[config.mk]
export PLATFORM = sky130hd
export DESIGN_NAME = tag_sram_dma_master
export DESIGN_NICKNAME = d
export VERILOG_FILES = /design/src/rtl/tag_sram_dma_pkg.sv /design/src/rtl/tag_sram_dma_rwait_ctr.sv /design/src/rtl/tag_sram_dma_master.sv
export SDC_FILE = /design/constraint.sdc
export NUM_CORES = 1
export LEC_CHECK = 0
export ABC_CLOCK_PERIOD_IN_PS = 3400
export CAP_MARGIN = 40
export CORE_AREA = 2 2 124 126
export CTS_BUF_LIST = sky130_fd_sc_hd__clkbuf_8
export CTS_CLUSTER_DIAMETER = 200
export DETAILED_ROUTE_END_ITERATION = 8
export DIE_AREA = 0 0 126 128
export PLACE_DENSITY_LB_ADDON = 0.05
export SYNTH_ARGS = -nofsm -noshare
export SYNTH_HDL_FRONTEND = slang
export SYNTH_SLANG_ARGS = --single-unit
export TNS_END_PERCENT = 30
[constraint.sdc]
create_clock -name clk -period 3.4 [get_ports clk]
set_input_delay 0.34 -clock clk [delete_from_list [all_inputs] [get_ports clk]]
set_output_delay 0.34 -clock clk [all_outputs]
set_load 0.01 [all_outputs]
[src/rtl/tag_sram_dma_pkg.sv]
// Shared encodings and defaults for the tag SRAM DMA initiator.
package tag_sram_dma_pkg;

   localparam int ADDR_W_DEF = 14;
   localparam int DEPTH_DEF  = 12288;

   localparam logic OP_FILL = 1'b0;
   localparam logic OP_COPY = 1'b1;

   typedef enum logic [2:0] {
      ST_IDLE  = 3'd0,
      ST_RD    = 3'd1,
      ST_RWAIT = 3'd2,
      ST_WR    = 3'd3,
      ST_FIN   = 3'd4
   } state_e;

endpackage

[src/rtl/tag_sram_dma_rwait_ctr.sv]
// Read-latency down-counter: loaded when a read is accepted, expire marks the
// cycle on which avm_readdata is valid.
module tag_sram_dma_rwait_ctr #(
   parameter int READ_LATENCY = 1
) (
   input  logic clk,
   input  logic reset_n,
   input  logic start,
   output logic expire
);

   localparam logic [1:0] LOAD = 2'(READ_LATENCY - 1);

   logic [1:0] cnt_q;
   logic [1:0] cnt_d;

   always_comb begin
      cnt_d = cnt_q;
      if (start) begin
         cnt_d = LOAD;
      end else if (cnt_q != 2'd0) begin
         cnt_d = cnt_q - 2'd1;
      end else begin
         cnt_d = cnt_q;
      end
   end

   always_ff @(posedge clk) begin
      if (!reset_n) begin
         cnt_q <= 2'd0;
      end else begin
         cnt_q <= cnt_d;
      end
   end

   assign expire = (cnt_q == 2'd0);

endmodule

[src/rtl/tag_sram_dma_master.sv]
// Avalon-MM FILL/COPY engine driving the s1 port of the 12288 x 32 tag SRAM.
// Optional running write checksum is enabled by defining TAG_SRAM_DMA_CHECKSUM_EN.
module tag_sram_dma_master
   import tag_sram_dma_pkg::*;
#(
   parameter int ADDR_W       = ADDR_W_DEF,
   parameter int DEPTH        = DEPTH_DEF,
   parameter int READ_LATENCY = 1
) (
   input  logic              clk,
   input  logic              reset_n,
   input  logic              cmd_valid,
   output logic              cmd_ready,
   input  logic              cmd_op,
   input  logic [ADDR_W-1:0] cmd_src,
   input  logic [ADDR_W-1:0] cmd_dst,
   input  logic [ADDR_W-1:0] cmd_len,
   input  logic [31:0]       cmd_pattern,
   output logic              busy,
   output logic              done,
   output logic              err,
   output logic [31:0]       checksum,
   output logic [ADDR_W-1:0] avm_address,
   output logic              avm_chipselect,
   output logic              avm_read,
   output logic              avm_write,
   output logic [3:0]        avm_byteenable,
   output logic [31:0]       avm_writedata,
   input  logic [31:0]       avm_readdata,
   input  logic              avm_waitrequest
);

   localparam logic [ADDR_W:0] DEPTH_W = (ADDR_W + 1)'(DEPTH);

   state_e            state_q, state_d;
   logic              op_q, op_d;
   logic [ADDR_W-1:0] src_q, src_d;
   logic [ADDR_W-1:0] dst_q, dst_d;
   logic [ADDR_W-1:0] rem_q, rem_d;
   logic [31:0]       pattern_q, pattern_d;
   logic [31:0]       rdata_q, rdata_d;
   logic              err_q, err_d;

   logic              accept_s;
   logic              reject_s;
   logic              rd_start_s;
   logic              rd_expire_s;
   logic [ADDR_W:0]   dst_end_s;
   logic [ADDR_W:0]   src_end_s;

   // Range check uses one extra bit so a range ending exactly at DEPTH is legal.
   assign dst_end_s = {1'b0, cmd_dst} + {1'b0, cmd_len};
   assign src_end_s = {1'b0, cmd_src} + {1'b0, cmd_len};
   assign reject_s  = (dst_end_s > DEPTH_W) || ((cmd_op == OP_COPY) && (src_end_s > DEPTH_W));
   assign accept_s  = cmd_valid && (state_q == ST_IDLE);

   tag_sram_dma_rwait_ctr #(
      .READ_LATENCY (READ_LATENCY)
   ) u_rwait_ctr (
      .clk     (clk),
      .reset_n (reset_n),
      .start   (rd_start_s),
      .expire  (rd_expire_s)
   );

   always_ff @(posedge clk) begin
      if (!reset_n) begin
         state_q   <= ST_IDLE;
         op_q      <= OP_FILL;
         src_q     <= '0;
         dst_q     <= '0;
         rem_q     <= '0;
         pattern_q <= 32'd0;
         rdata_q   <= 32'd0;
         err_q     <= 1'b0;
      end else begin
         state_q   <= state_d;
         op_q      <= op_d;
         src_q     <= src_d;
         dst_q     <= dst_d;
         rem_q     <= rem_d;
         pattern_q <= pattern_d;
         rdata_q   <= rdata_d;
         err_q     <= err_d;
      end
   end

   always_comb begin
      state_d    = state_q;
      op_d       = op_q;
      src_d      = src_q;
      dst_d      = dst_q;
      rem_d      = rem_q;
      pattern_d  = pattern_q;
      rdata_d    = rdata_q;
      err_d      = 1'b0;
      rd_start_s = 1'b0;
      case (state_q)
         ST_IDLE: begin
            if (accept_s) begin
               op_d      = cmd_op;
               src_d     = cmd_src;
               dst_d     = cmd_dst;
               rem_d     = cmd_len;
               pattern_d = cmd_pattern;
               if (reject_s) begin
                  err_d   = 1'b1;
                  state_d = ST_IDLE;
               end else if (cmd_len == {ADDR_W{1'b0}}) begin
                  state_d = ST_FIN;
               end else if (cmd_op == OP_COPY) begin
                  state_d = ST_RD;
               end else begin
                  state_d = ST_WR;
               end
            end else begin
               state_d = ST_IDLE;
            end
         end
         ST_RD: begin
            if (!avm_waitrequest) begin
               rd_start_s = 1'b1;
               state_d    = ST_RWAIT;
            end else begin
               state_d = ST_RD;
            end
         end
         ST_RWAIT: begin
            if (rd_expire_s) begin
               rdata_d = avm_readdata;
               state_d = ST_WR;
            end else begin
               state_d = ST_RWAIT;
            end
         end
         ST_WR: begin
            if (!avm_waitrequest) begin
               src_d = src_q + ADDR_W'(1);
               dst_d = dst_q + ADDR_W'(1);
               rem_d = rem_q - ADDR_W'(1);
               if (rem_q == ADDR_W'(1)) begin
                  state_d = ST_FIN;
               end else if (op_q == OP_COPY) begin
                  state_d = ST_RD;
               end else begin
                  state_d = ST_WR;
               end
            end else begin
               state_d = ST_WR;
            end
         end
         ST_FIN: begin
            state_d = ST_IDLE;
         end
         default: begin
            state_d = ST_IDLE;
         end
      endcase
   end

   // Bus and status outputs decode purely from registered state, so they hold under waitrequest.
   always_comb begin
      cmd_ready      = 1'b0;
      busy           = 1'b0;
      done           = 1'b0;
      avm_address    = '0;
      avm_chipselect = 1'b0;
      avm_read       = 1'b0;
      avm_write      = 1'b0;
      avm_writedata  = 32'd0;
      case (state_q)
         ST_IDLE: begin
            cmd_ready = 1'b1;
         end
         ST_RD: begin
            busy           = 1'b1;
            avm_chipselect = 1'b1;
            avm_read       = 1'b1;
            avm_address    = src_q;
         end
         ST_RWAIT: begin
            busy = 1'b1;
         end
         ST_WR: begin
            busy           = 1'b1;
            avm_chipselect = 1'b1;
            avm_write      = 1'b1;
            avm_address    = dst_q;
            avm_writedata  = (op_q == OP_FILL) ? pattern_q : rdata_q;
         end
         ST_FIN: begin
            busy = 1'b1;
            done = 1'b1;
         end
         default: begin
            cmd_ready = 1'b0;
         end
      endcase
      avm_byteenable = avm_chipselect ? 4'hF : 4'h0;
   end

   assign err = err_q;

`ifdef TAG_SRAM_DMA_CHECKSUM_EN
   logic [31:0] checksum_q, checksum_d;

   always_comb begin
      checksum_d = checksum_q;
      if (accept_s) begin
         checksum_d = 32'd0;
      end else if ((state_q == ST_WR) && !avm_waitrequest) begin
         checksum_d = checksum_q + avm_writedata;
      end else begin
         checksum_d = checksum_q;
      end
   end

   always_ff @(posedge clk) begin
      if (!reset_n) begin
         checksum_q <= 32'd0;
      end else begin
         checksum_q <= checksum_d;
      end
   end

   assign checksum = checksum_q;
`else
   assign checksum = 32'd0;
`endif

endmodule

# After elaboration in Yosys (flattened, before gate mapping)
# Index checks and enable logic that the tools add are counted.
[word_totals]
input_bits = 111
word_cells = 72
regBits = 113
[classes]
n_reduce_logical = 15
eq_ne = 7
n_bitwise = 1
n_lt_le_gt_ge = 2
n_mux = 32
addsub = 6
[op_table]
columns = ["cell", "n"]
rows = [
  ["14-bit one-hot mux with 2 select lines", 4],
  ["14-bit 2-to-1 mux", 6],
  ["32-bit 2-to-1 mux", 2],
  ["14-bit by 14-bit adder with 15-bit output", 2],
  ["15-bit by 14-bit > comparator with 1-bit output (second input constant)", 2],
  ["14-bit by 1-bit adder with 14-bit output (second input constant)", 2],
  ["3-bit 2-to-1 mux", 5],
  ["14-bit by 1-bit == test with 1-bit output (second input constant)", 1],
  ["14-bit zero test", 1],
  ["14-bit by 1-bit subtractor with 14-bit output (second input constant)", 1],
  ["3-bit one-hot mux with 4 select lines", 1],
  ["1-bit 2-to-1 mux", 10],
  ["3-bit by 2-bit == test with 1-bit output (second input constant)", 2],
  ["2-bit 2-to-1 mux", 3],
  ["3-bit AND reduction", 2],
  ["4-bit 2-to-1 mux", 1],
  ["2-bit != test (second input constant)", 2],
  ["2-bit AND reduction", 2],
  ["2-bit nonzero test", 2],
  ["2-bit OR reduction", 2],
  ["4-bit OR reduction", 1],
  ["3-bit by 1-bit == test with 1-bit output (second input constant)", 1],
  ["3-bit == test (second input constant)", 1],
  ["3-bit zero test", 1],
  ["5 further kinds", 6],
]

# Logic depth before layout (Yosys ltp)
[logic_depth]
word_depth = 7
mapped_depth = 11
ltp_nobuf = 10

# Cells and area by module
# Synthesis repeated with hierarchy kept, for this count alone.
[hier_totals]
hier_cells = 1023
area_unflattened_um2 = 7574.8
[by_module_without_submodules]
columns = ["module", "n_inst", "area_per_inst_um2", "cells_per_inst", "seq_area_each_um2"]
rows = [
  ["tag_sram_dma_master", 1, 7469.7, 1012, 2222.1],
  ["tag_sram_dma_rwait_ctr", 1, 105.1, 11, 40.0],
]

# Least setup slack after synthesis
# OpenSTA, ideal clock, no wires.
[synth_path]
path_kind = "input -> register"
start = "input cmd_src[0]"
end = "register err_q (netlist: err)"
setup_ps = 115
path_slack_ps = 839
t_arrival_ps = 2445
n_path_buf = 0
stages = 10
cell_sequence = "ha_1 -> fa_1 -> xor2_1 -> or3_1 -> a311oi_1 -> nand4_1 -> nor4_1 -> a311o_2 -> nand4_1 -> and3_1"
[synth_via]
elab_chain_cells = 5
[synth_lines]
columns = ["element", "line", "text"]
rows = [
  ["start: declaration", "tag_sram_dma_master.sv:15", "input logic [ADDR_W-1:0] cmd_src,"],
  ["14-bit by 14-bit adder with 15-bit output", "tag_sram_dma_master.sv:53", "assign src_end_s = {1'b0, cmd_src} + {1'b0, cmd_len};"],
  ["15-bit by 14-bit > comparator with 1-bit output", "tag_sram_dma_master.sv:54", "assign reject_s = (dst_end_s > DEPTH_W) || ((cmd_op == OP_COPY) && (src_end_s > DEPTH_W));"],
  ["1-bit logical AND", "tag_sram_dma_master.sv:54", ""],
  ["1-bit logical OR", "tag_sram_dma_master.sv:54", ""],
  ["1-bit 2-to-1 mux", "tag_sram_dma_master.sv:106", "if (reject_s) begin"],
  ["end signal: assignment", "tag_sram_dma_master.sv:84", "err_q <= err_d;"],
  ["end: declaration", "tag_sram_dma_master.sv:42", "logic err_q, err_d;"],
]
# No other way between the ends.
# A chain may end at the register's enable or synchronous reset.

# Worst setup path in the final report
[layout_path]
start = "input cmd_len[0]"
end = "register err_q (netlist: err)"
[layout_via]
elab_chain_cells = 5
elab_cells_between_ends = 7
classes_between = "2 x add/sub; 2 x order compare; 1 x mux; 2 x reduce/logical"
[layout_lines]
columns = ["element", "line", "text"]
rows = [
  ["start: declaration", "tag_sram_dma_master.sv:17", "input logic [ADDR_W-1:0] cmd_len,"],
  ["14-bit by 14-bit adder with 15-bit output", "tag_sram_dma_master.sv:53", ""],
  ["15-bit by 14-bit > comparator with 1-bit output", "tag_sram_dma_master.sv:54", ""],
  ["1-bit logical AND", "tag_sram_dma_master.sv:54", ""],
  ["1-bit logical OR *", "tag_sram_dma_master.sv:54", ""],
  ["1-bit 2-to-1 mux *", "tag_sram_dma_master.sv:106", ""],
]
# Mark *: on every way between the ends. The rest lies on a longest branch, timed or not.

==> reports/metrics.cfg <==
[cells_and_area]
drive_gt1_share_pct=6.80
stdcell_area_um2=9530
area_growth_pct=28.7
final_util_pct=64.1
diodes=0
fin_nets=1309

[synth]
yosysUniqueCellTypes=75
avgSynthCellArea_um2=7.27
yosys.area_share.simple_pct=23.6
syn_area_um2=7410
synthTopCellsByArea=dfxtp_1 (31%), a21oi_1 (9.3%), nand2_1 (8.9%)
synth.largest_area_cell=dfxtp_1
async_reset_ff_share_pct=0
synth_adder_area_share_pct=6.11
yosysMostFrequentCell=nand2_1
yosysSeqAreaShare_pct=30.5
synth_edf_count=0
synth-compound-area-share_pct=23.6
synth_xor_area_share_pct=1.06
synth_top_family_by_area=compound AO/OA/AOI/OAI gates
ys.warnings.count=0
synth_ff_type=dfxtp_1
post_synth_inst_count=1019
synth_top_area_share_pct=30.5
ys_ff_latch=113
synth_mux_area_share_pct=6.64
yosys-top-cells-count=nand2_1 (175), a21oi_1 (138), dfxtp_1 (113)

[clocking]
cts_root_buf=clkbuf_8
postCtsResizedCells=0
clock_path_buffers=2
cts_setup_buffers=0
numCtsBuffers=17
cts_tree=built
postCtsHoldBufs=0
cts.sinks=113
clock_latency_ns=0.44
h-tree-depth=4
cts.reportedPaths.clkPinSlew_ns=0.07

[timing]
min_period_over_period_pct=85.0
fin_skew_ns=0.0112
rsz0062_at_grt=false
final_max_slew_viol_count=0
setup_tns_ns=0
fmax_ghz=0.346
setup_viol=0
finalCriticalPeriod_ns=2.89
worst_pin_slew_ns=0.577
maxSlewHeadroom_pct=61.5
finalHoldViolCount=0
whs_ns=0.444

[global_route]
grt_pass1_wl_mm=37.0
overflow=0
grt_pass1_vias=7067
antenna_found_initial=0
track_usage_pct=28.8
grt_max_degree=66

[worst_setup_path]
path_max_fanout=3
cp_data_required_time_ns=3.74
cp_data_arrival_time_ns=3.22
cp_cell_sequence=clkdlybuf4s50_1 -> ha_1 -> fa_1 -> xor2_1 -> or3_1 -> a311oi_1 -> nand4_1 -> nor4_1 -> a311o_2 -> nand4_1 -> and3_1
cpLargestDelayFamily=simple AND/OR/NAND/NOR gates
slowest_delay_ns=0.46
cpMostUsedCell=nand4_1
worst-setup-path-type=in -> reg
critical_path.slowest_cell=clkdlybuf4s50_1
rrSetupSlack_ns=1.00
startpoint_type=primary input
crit_buf_inv=1
end_kind=flop

[floorplan]
die_y_um=128
initial_core_util_pct=49.8
dieWidth_um=126
io_pins=200
num_rows=45
core_um2=14900
die-area_um2=16100

[power_and_ir_drop]
peakVddDrop_mv=0.305
p_leak_nw=3.58
power_mw=4.57
p_per_area_nw_per_um2=479

[status]
status=finished, final reports clean

[placement]
place_area_um2=9140
hpwlAfterDp_mm=16.9
place_congestion=0.956
numPortBuffers=167

[detailed_routing]
routed_wl_mm=23.5
wl_per_cell_um=17.2
routed-via-count=7815
drc=0
drtAntennaViolNets=0
vias_per_cell=5.73
drt_iter0_markers=631
drtPass1Iterations=5

[min_path]
hold_class=in -> reg

[job]
cap_viol_max_count=0

through the flow:
step	std cells	worst slack, ns
final	1364	0.511
after global routing	1364	0.251
after CTS	1364	0.493
after detailed placement	1332	0.0967
after global placement	1332	0.214
after floorplan	1050	0.839
power by group:
| group | internal [mW] | switching, mW |
|---|---|---|
| Clock | 0.728 | 0.567 |
| Combinational | 0.671 | 0.908 |
| Sequential | 1.52 | 0.173 |
worst paths after layout:
kind | from | endpoint | cells past startpoint
setup / recovery | cmd_len[0] | err | 11
hold / removal | cmd_pattern[21] | pattern_q[21] | 3
setup reg to reg | state_q[2] | rem_q[4] | 8
hold reg to reg | pattern_q[4] | pattern_q[4] | 2
final cells by class:
type / count / area (µm²)
fillers: 1403 / 5330
multi-input cells: 812 / 4660
flip-flops and latches: 113 / 2260
repair buffers: 193 / 1880
clock buffers: 18 / 248
well taps: 188 / 235
clock inverters: 14 / 148
inverters: 26 / 97.6
kinds of logic after synthesis:
group / count (synthesis)
XOR/XNOR: 9
flip-flops: 113
AO/OA/AOI/OAI: 293
AND/OR/NAND/NOR: 394
buffers and inverters: 125
other: 1
multiplexers: 49
adder cells (fa/ha/maj): 35
sequential cells by signal, indices dropped and copies added (netlist names):
signal and count:
state_q 3, rdata_q 32, pattern_q 32, err 1, dst_q 14, src_q 14, op_q 1, u_rwait_ctr.cnt_q 2
rem_q 14
worst reg2reg max path, cell delays in order (launching register included):
cell and delay [ns]:
dfxtp_1 0.45, nand2b_1 0.17, inv_2 0.09, nand2_4 0.39, buf_4 0.57, nor2_1 0.19, a22oi_1 0.17, o22ai_1 0.09
and2_1 0.17
layer usage:
metal	GRT usage [%]	share of wire, %
met5	0	0
met4	9.05	1.9
met3	7.89	9.9
met2	43.7	45
met1	39.8	43
placed cells by master, fill, tap and decap left out, types with 6 or more instances in the layout:
master and n:
and2_1 6, nand3_1 25, a211oi_1 11, o21a_1 9, mux2i_1 48, a22oi_1 10, o21ai_0 60, buf_4 25
inv_1 26, clkinv_2 7, dfxtp_1 112, nor3_1 19, o22ai_1 9, nor2_1 109, ha_1 33, conb_1 32
nor4_1 6, nand2_1 174, and3_1 14, a21o_1 6, a21oi_1 137, nand4_1 13, clkbuf_8 18, clkdlybuf4s50_1 167
(Power assumes the default switching activity.)
